## config.mk

```make
export PLATFORM = sky130hd
export DESIGN_NAME = fp25_mac_sched
export DESIGN_NICKNAME = d
export VERILOG_FILES = /design/src/rtl/fp25_pkg.sv /design/src/rtl/fp25_res_fifo.sv /design/src/rtl/fp25_mac_sched.sv
export SDC_FILE = /design/constraint.sdc
export NUM_CORES = 1
export LEC_CHECK = 0
export CAP_MARGIN = 40
export CORE_UTILIZATION = 52
export CTS_CLUSTER_SIZE = 12
export DETAILED_ROUTE_END_ITERATION = 16
export HOLD_SLACK_MARGIN = 0.15
export PLACE_DENSITY = 0.85
export SLEW_MARGIN = 10
export SYNTH_ARGS = -nofsm -noshare
export SYNTH_HDL_FRONTEND = slang
export SYNTH_SLANG_ARGS = --single-unit
```

## constraint.sdc

```tcl
create_clock -name clk -period 5.7 [get_ports clk]
set_input_delay 0.57 -clock clk [delete_from_list [all_inputs] [get_ports clk]]
set_output_delay 0.57 -clock clk [all_outputs]
set_load 0.02 [all_outputs]
```

## src/rtl/fp25_pkg.sv

```systemverilog
// Shared types and helpers for the fp(2,5) MAC scheduler: operand packing,
// result width and the round-robin pick used by the arbiter.
package fp25_pkg;

   localparam int FP25_OP_W  = 10;
   localparam int FP25_RES_W = 20;

   typedef struct packed {
      logic       sign;
      logic       denorm;
      logic [2:0] exp;
      logic [4:0] man;
   } fp25_op_t;

   // One-hot grant of the first valid bit at or after ptr, wrapping at n (n <= 8).
   function automatic logic [7:0] rr_pick(input logic [7:0] valid,
                                          input logic [2:0] ptr,
                                          input logic [3:0] n);
      logic [7:0] grant;
      logic       found;
      logic [3:0] idx;
      grant = '0;
      found = 1'b0;
      for (int i = 0; i < 8; i++) begin
         idx = {1'b0, ptr} + 4'(i);
         if (idx >= n) idx = idx - n;
         if ((4'(i) < n) && !found && valid[idx[2:0]]) begin
            grant[idx[2:0]] = 1'b1;
            found = 1'b1;
         end
      end
      return grant;
   endfunction

endpackage

```

## src/rtl/fp25_res_fifo.sv

```systemverilog
// Show-ahead circular result FIFO with synchronous reset and an occupancy count.
// Push and pop may coincide, including when full (the slot written is the head being consumed).
module fp25_res_fifo #(
   parameter  int WIDTH = 22,
   parameter  int DEPTH = 8,
   localparam int PTR_W = (DEPTH > 1) ? $clog2(DEPTH) : 1,
   localparam int CNT_W = $clog2(DEPTH + 1)
) (
   input  logic             clk,
   input  logic             rst,
   input  logic             i_push,
   input  logic [WIDTH-1:0] i_din,
   input  logic             i_pop,
   output logic [WIDTH-1:0] o_dout,
   output logic             o_empty,
   output logic [CNT_W-1:0] o_count
);

   logic [WIDTH-1:0] r_mem [DEPTH];
   logic [PTR_W-1:0] r_wrPtr;
   logic [PTR_W-1:0] r_rdPtr;
   logic [CNT_W-1:0] r_count;
   logic             w_doPush;
   logic             w_doPop;

   assign w_doPop  = i_pop && (r_count != '0);
   assign w_doPush = i_push && ((r_count != CNT_W'(DEPTH)) || w_doPop);

   always_ff @(posedge clk) begin
      if (w_doPush) r_mem[r_wrPtr] <= i_din;
   end

   always_ff @(posedge clk) begin
      if (rst) begin
         r_wrPtr <= '0;
         r_rdPtr <= '0;
         r_count <= '0;
      end else begin
         if (w_doPush)
            r_wrPtr <= (r_wrPtr == PTR_W'(DEPTH - 1)) ? '0 : r_wrPtr + PTR_W'(1);
         if (w_doPop)
            r_rdPtr <= (r_rdPtr == PTR_W'(DEPTH - 1)) ? '0 : r_rdPtr + PTR_W'(1);
         if (w_doPush && !w_doPop)
            r_count <= r_count + CNT_W'(1);
         else if (!w_doPush && w_doPop)
            r_count <= r_count - CNT_W'(1);
      end
   end

   assign o_dout  = r_mem[r_rdPtr];
   assign o_empty = (r_count == '0);
   assign o_count = r_count;

endmodule

```

## src/rtl/fp25_mac_sched.sv

```systemverilog
// Round-robin scheduler sharing one fp(2,5) multiply-add pipe among NUM_REQ requesters.
// Issues only with a guaranteed FIFO slot, so returning results can never be dropped.
module fp25_mac_sched
   import fp25_pkg::*;
#(
   parameter  int NUM_REQ    = 4,
   parameter  int MAC_LAT    = 3,
   parameter  int FIFO_DEPTH = 8,
   localparam int TAG_W      = (NUM_REQ > 1) ? $clog2(NUM_REQ) : 1,
   localparam int CNT_W      = $clog2(FIFO_DEPTH + 1)
) (
   input  logic                           clk,
   input  logic                           rst,
   input  logic [NUM_REQ-1:0]             req_valid,
   input  logic [NUM_REQ*3*FP25_OP_W-1:0] req_op,
   output logic [NUM_REQ-1:0]             req_ready,
   output logic [FP25_OP_W-1:0]           mac_a,
   output logic [FP25_OP_W-1:0]           mac_b,
   output logic [FP25_OP_W-1:0]           mac_c,
   input  logic [FP25_RES_W-1:0]          mac_res,
   output logic                           out_valid,
   input  logic                           out_ready,
   output logic [FP25_RES_W-1:0]          out_res,
   output logic [TAG_W-1:0]               out_tag,
   output logic                           busy
);

   fp25_op_t                        r_macA, r_macB, r_macC;
   logic [TAG_W-1:0]                r_rrPtr;
   logic [MAC_LAT:0]                r_tagVld;
   logic [MAC_LAT:0][TAG_W-1:0]     r_tagIdx;
   logic [CNT_W-1:0]                r_inflight;
   logic [CNT_W-1:0]                w_fifoCnt;
   logic [CNT_W:0]                  w_used;
   logic                            w_hasCredit;
   logic [7:0]                      w_pick;
   logic [NUM_REQ-1:0]              w_grant;
   logic [TAG_W-1:0]                w_grantIdx;
   logic [3*FP25_OP_W-1:0]          w_grantOp;
   logic                            w_issue;
   logic                            w_retire;
   logic                            w_fifoPush;
   logic                            w_fifoPop;
   logic                            w_fifoEmpty;
   logic [FP25_RES_W+TAG_W-1:0]     w_fifoDout;

   // Credit uses registered counts only, so a pop frees a slot one cycle later.
   assign w_used      = {1'b0, w_fifoCnt} + {1'b0, r_inflight};
   assign w_hasCredit = (w_used < (CNT_W + 1)'(FIFO_DEPTH));
   assign w_pick      = rr_pick(8'(req_valid), 3'(r_rrPtr), 4'(NUM_REQ));
   assign w_grant     = (w_hasCredit && !rst) ? NUM_REQ'(w_pick) : '0;
   assign req_ready   = w_grant;
   assign w_issue     = |(req_valid & w_grant);

   always_comb begin
      w_grantIdx = '0;
      w_grantOp  = '0;
      for (int i = 0; i < NUM_REQ; i++) begin
         if (w_grant[i]) begin
            w_grantIdx = TAG_W'(i);
            w_grantOp  = req_op[i*3*FP25_OP_W +: 3*FP25_OP_W];
         end
      end
   end

   // Stage 0 travels with the operand registers; stage MAC_LAT lines up with mac_res.
   always_ff @(posedge clk) begin
      if (rst) begin
         r_macA   <= '0;
         r_macB   <= '0;
         r_macC   <= '0;
         r_rrPtr  <= '0;
         r_tagVld <= '0;
         r_tagIdx <= '0;
      end else begin
         r_tagVld <= {r_tagVld[MAC_LAT-1:0], w_issue};
         r_tagIdx <= {r_tagIdx[MAC_LAT-1:0], w_grantIdx};
         if (w_issue) begin
            {r_macC, r_macB, r_macA} <= w_grantOp;
            r_rrPtr <= (w_grantIdx == TAG_W'(NUM_REQ - 1)) ? '0 : w_grantIdx + TAG_W'(1);
         end
      end
   end

   assign w_retire = r_tagVld[MAC_LAT];

   always_ff @(posedge clk) begin
      if (rst) begin
         r_inflight <= '0;
      end else begin
         case ({w_issue, w_retire})
            2'b10:   r_inflight <= r_inflight + CNT_W'(1);
            2'b01:   r_inflight <= r_inflight - CNT_W'(1);
            default: r_inflight <= r_inflight;
         endcase
      end
   end

   assign w_fifoPush = w_retire;
   assign w_fifoPop  = out_valid && out_ready;

   fp25_res_fifo #(
      .WIDTH (FP25_RES_W + TAG_W),
      .DEPTH (FIFO_DEPTH)
   ) u_resFifo (
      .clk     (clk),
      .rst     (rst),
      .i_push  (w_fifoPush),
      .i_din   ({mac_res, r_tagIdx[MAC_LAT]}),
      .i_pop   (w_fifoPop),
      .o_dout  (w_fifoDout),
      .o_empty (w_fifoEmpty),
      .o_count (w_fifoCnt)
   );

   assign mac_a     = r_macA;
   assign mac_b     = r_macB;
   assign mac_c     = r_macC;
   assign out_valid = !w_fifoEmpty;
   assign out_res   = w_fifoDout[FP25_RES_W+TAG_W-1:TAG_W];
   assign out_tag   = w_fifoDout[TAG_W-1:0];
   assign busy      = (r_inflight != '0) || !w_fifoEmpty;

endmodule

```

==> out/qor.yml <==
num_rows: 50
synth_xor_area_frac: 0.00514
htree_levels: 1
cp_top_family: "simple AND/OR/NAND/NOR gates"
drc: 0
finalCriticalPeriod_ps: 5000
cpPeakStageDelay_ps: 660
syn_nets: 829
synth.area.mux_share: 0.134
crit_required_ps: 5130
syn_to_final_growth_pct: 31.3
ctsRootBufferMaster: "clkbuf_16"
grt_max_degree: 64
start_util: 0.538
core_area_sq_um: 19000
leakagePower_nw: 4.56
syn_avg_cell_area_sq_um: 15.5
synthSimpleGateAreaFrac: 0.0701
grt_util_all_layers: 0.246
die_w_um: 142
synth_flop_cell: "edfxtp_1"
yosysSeqAreaShare: 0.636
drt_iter0_markers: 429
cts_buffer_depth: 3
fin_total_pwr_w: 0.00573
hp-class: "reg2reg"
layout.nets: 1044
dpl.hpwl_um: 16200
wl_um: 24300
numPortBuffers: 204
yosys_warnings: 0
holdWs_ps: 433
clkSinkCount: 237
finalWeightedCongestion: 0.907
cpMaxStageDelayCell: "dfxtp_1"
post-cts-setup-buffers: 0
crit_path_start_kind: "register"
ant_nets: 0
final_common_cell: "clkdlybuf4s50_1"
ys_async_sr_fraction: 0
synth_fa_ha_area_frac: 0.0296
cts_hold_buf: 0
fin_ws_ps: 704
synth_enable_flop_cells: 176
worstPathMaxFanout: 13
pin_count: 205
met1_length_um: 8940
cts.clk_slew.worst_paths_ps: 60
grt_pass1_wl_um: 37400
dr_wl_met2_um: 12500
dp_worst_setup_slack_ps: 1050
place_area_sq_um: 12600
peakVddDrop_mv: 0.319
status: "finished clean"
gr-total-overflow: 0
most-common-layout-cells: "clkdlybuf4s50_1, edfxtp_1, dfxtp_1, mux4_2"
top_layer_used: "met5"
drive_gt1_frac: 0.190
worstPathArrival_ps: 4430
synth_top_family_by_area: "multiplexers"
syn_inst: 659
met3_length_um: 1720
ys_ff_latch: 237
worst_pin_slew_ps: 864
timing.fmax_ghz: 0.200
tns_ps: 0
synth_area_sq_um: 10200
synthDistinctLibCells: 54
synth_compound_area_frac: 0.0989
wl_per_cell_um: 21.1
dieArea_sq_um: 20200
powerDensity_nw_per_um2: 426
vias: 6690
antenna_found_initial: 1
fin_area_sq_um: 13400
slew_headroom: 0.424
cts_made_buffers: 25
setup_viol: 0
finalClockSkew_ps: 21.2
via_per_inst: 5.80
die_h_um: 142
worst_skew_pair.late_latency_ps: 530
cts-resized-gates: 0
critPathKind: "reg2out"
diodes: 0
cts_tree: "done"
cap_violations: 0
grt_pass1_vias: 6971
rsz0062_at_grt: "no"
drv_slew: 0
path_buf_inv: 3
dr.pass1.iters: 7
min_period_over_period: 0.876
path_cells: "inv_2 -> ha_1 -> nor2_1 -> or4_1 -> a222oi_1 -> a32oi_1 -> nand2_1 -> nand2_1 -> inv_2 -> clkdlybuf4s50_1"
hold_viol: 0
endpoint_kind: "output pin"
-- cell families (layout without fill, tap and decap cells) --
logic type,Yosys count,count (layout)
XOR/XNOR,6,6
AO/OA/AOI/OAI,119,119
multiplexers,75,75
flip-flops,237,237
adder cells (fa/ha/maj),23,23
buffers and inverters,61,295
AND/OR/NAND/NOR,138,138
-- where the power goes --
group          total [W]  leakage (nW)  switching [W]  internal, W
Clock            0.00156         0.389       0.000634     0.000931
Sequential       0.00214          2.09       0.000135      0.00200
Combinational    0.00203          2.08        0.00106     0.000971
Total            0.00573          4.56        0.00182      0.00390
-- routing by layer --
layer,track usage,vias to the layer above
li1,-,3053
met3,0.0569,75
met1,0.282,3257
met2,0.437,303
met4,0.116,2
met5,0,-
-- per-stage QoR --
step / instances / utilization
6_report: 1153 / 0.706
5_1_grt: 1153 / 0.706
4_1_cts: 1153 / 0.706
3_5_place_dp: 1107 / 0.664
3_3_place_gp: 1101 / 0.661
2_1_floorplan: 659 / -
-- final cells by class --
type	instances	area, sq um
multi-input combinational	361	3490
clock buffer	41	737
fill	1275	5580
timing repair buffer	226	2220
inverter	23	86.3
tap	260	325
sequential	237	6510
clock inverter	5	63.8
-- worst reg2reg max path, cell delays in order (launching register included) --
cell and delay, ps:
dfxtp_1 660, inv_2 150, ha_1 440, nor2_1 70
or4_1 400, a222oi_1 590, nand3_1 240, a21oi_2 200
buf_4 220, a2111o_2 190, inv_2 40, ha_1 220
ha_1 290, a21o_1 180, a21oi_1 170, xnor2_1 90
or3_1 300, a21oi_1 130
-- synth_stat cells (8+ instances only) --
cell type  count  share of area
inv_1         20         0.0073
nor2b_1       10         0.0061
o21ai_0       14         0.0068
a311oi_2      15          0.022
o32ai_1       12          0.010
nor3_1         9         0.0044
nand2_1       36          0.013
mux2_2        23          0.025
dfxtp_1       61           0.12
and2_1         8         0.0049
a21oi_1       16         0.0078
a222oi_1      13          0.013
clkbuf_1      22         0.0081
a221oi_1      19          0.016
a21o_1        14          0.010
edfxtp_1     176           0.52
nor2_1        39          0.014
ha_1          21          0.026
mux4_2        47           0.10
-- path summary, 6_finish.rpt --
check	slack, ps	startpoint	cells after the start	end
max	700	r_rrPtr[0]$_SDFFE_PP0P_	10	req_ready[3]
min	430	r_tagIdx[4]$_SDFF_PP0_	1	r_tagIdx[6]$_SDFF_PP0_
max reg2reg	1050	r_rrPtr[0]$_SDFFE_PP0P_	17	r_inflight[3]$_SDFFE_PP0P_
min reg2reg	430	r_tagIdx[4]$_SDFF_PP0_	1	r_tagIdx[6]$_SDFF_PP0_
-- registers in the layout (all words and copies together) (netlist names), named ones only --
signal             count
u_resFifo.r_mem      176
mac_a                 10
mac_b                 10
mac_c                 10
r_tagIdx               8
r_inflight             4
r_tagVld               4
u_resFifo.o_count      4
u_resFifo.r_rdPtr      3
u_resFifo.r_wrPtr      3
r_rrPtr                2
Power figures use the tool's default switching activity.
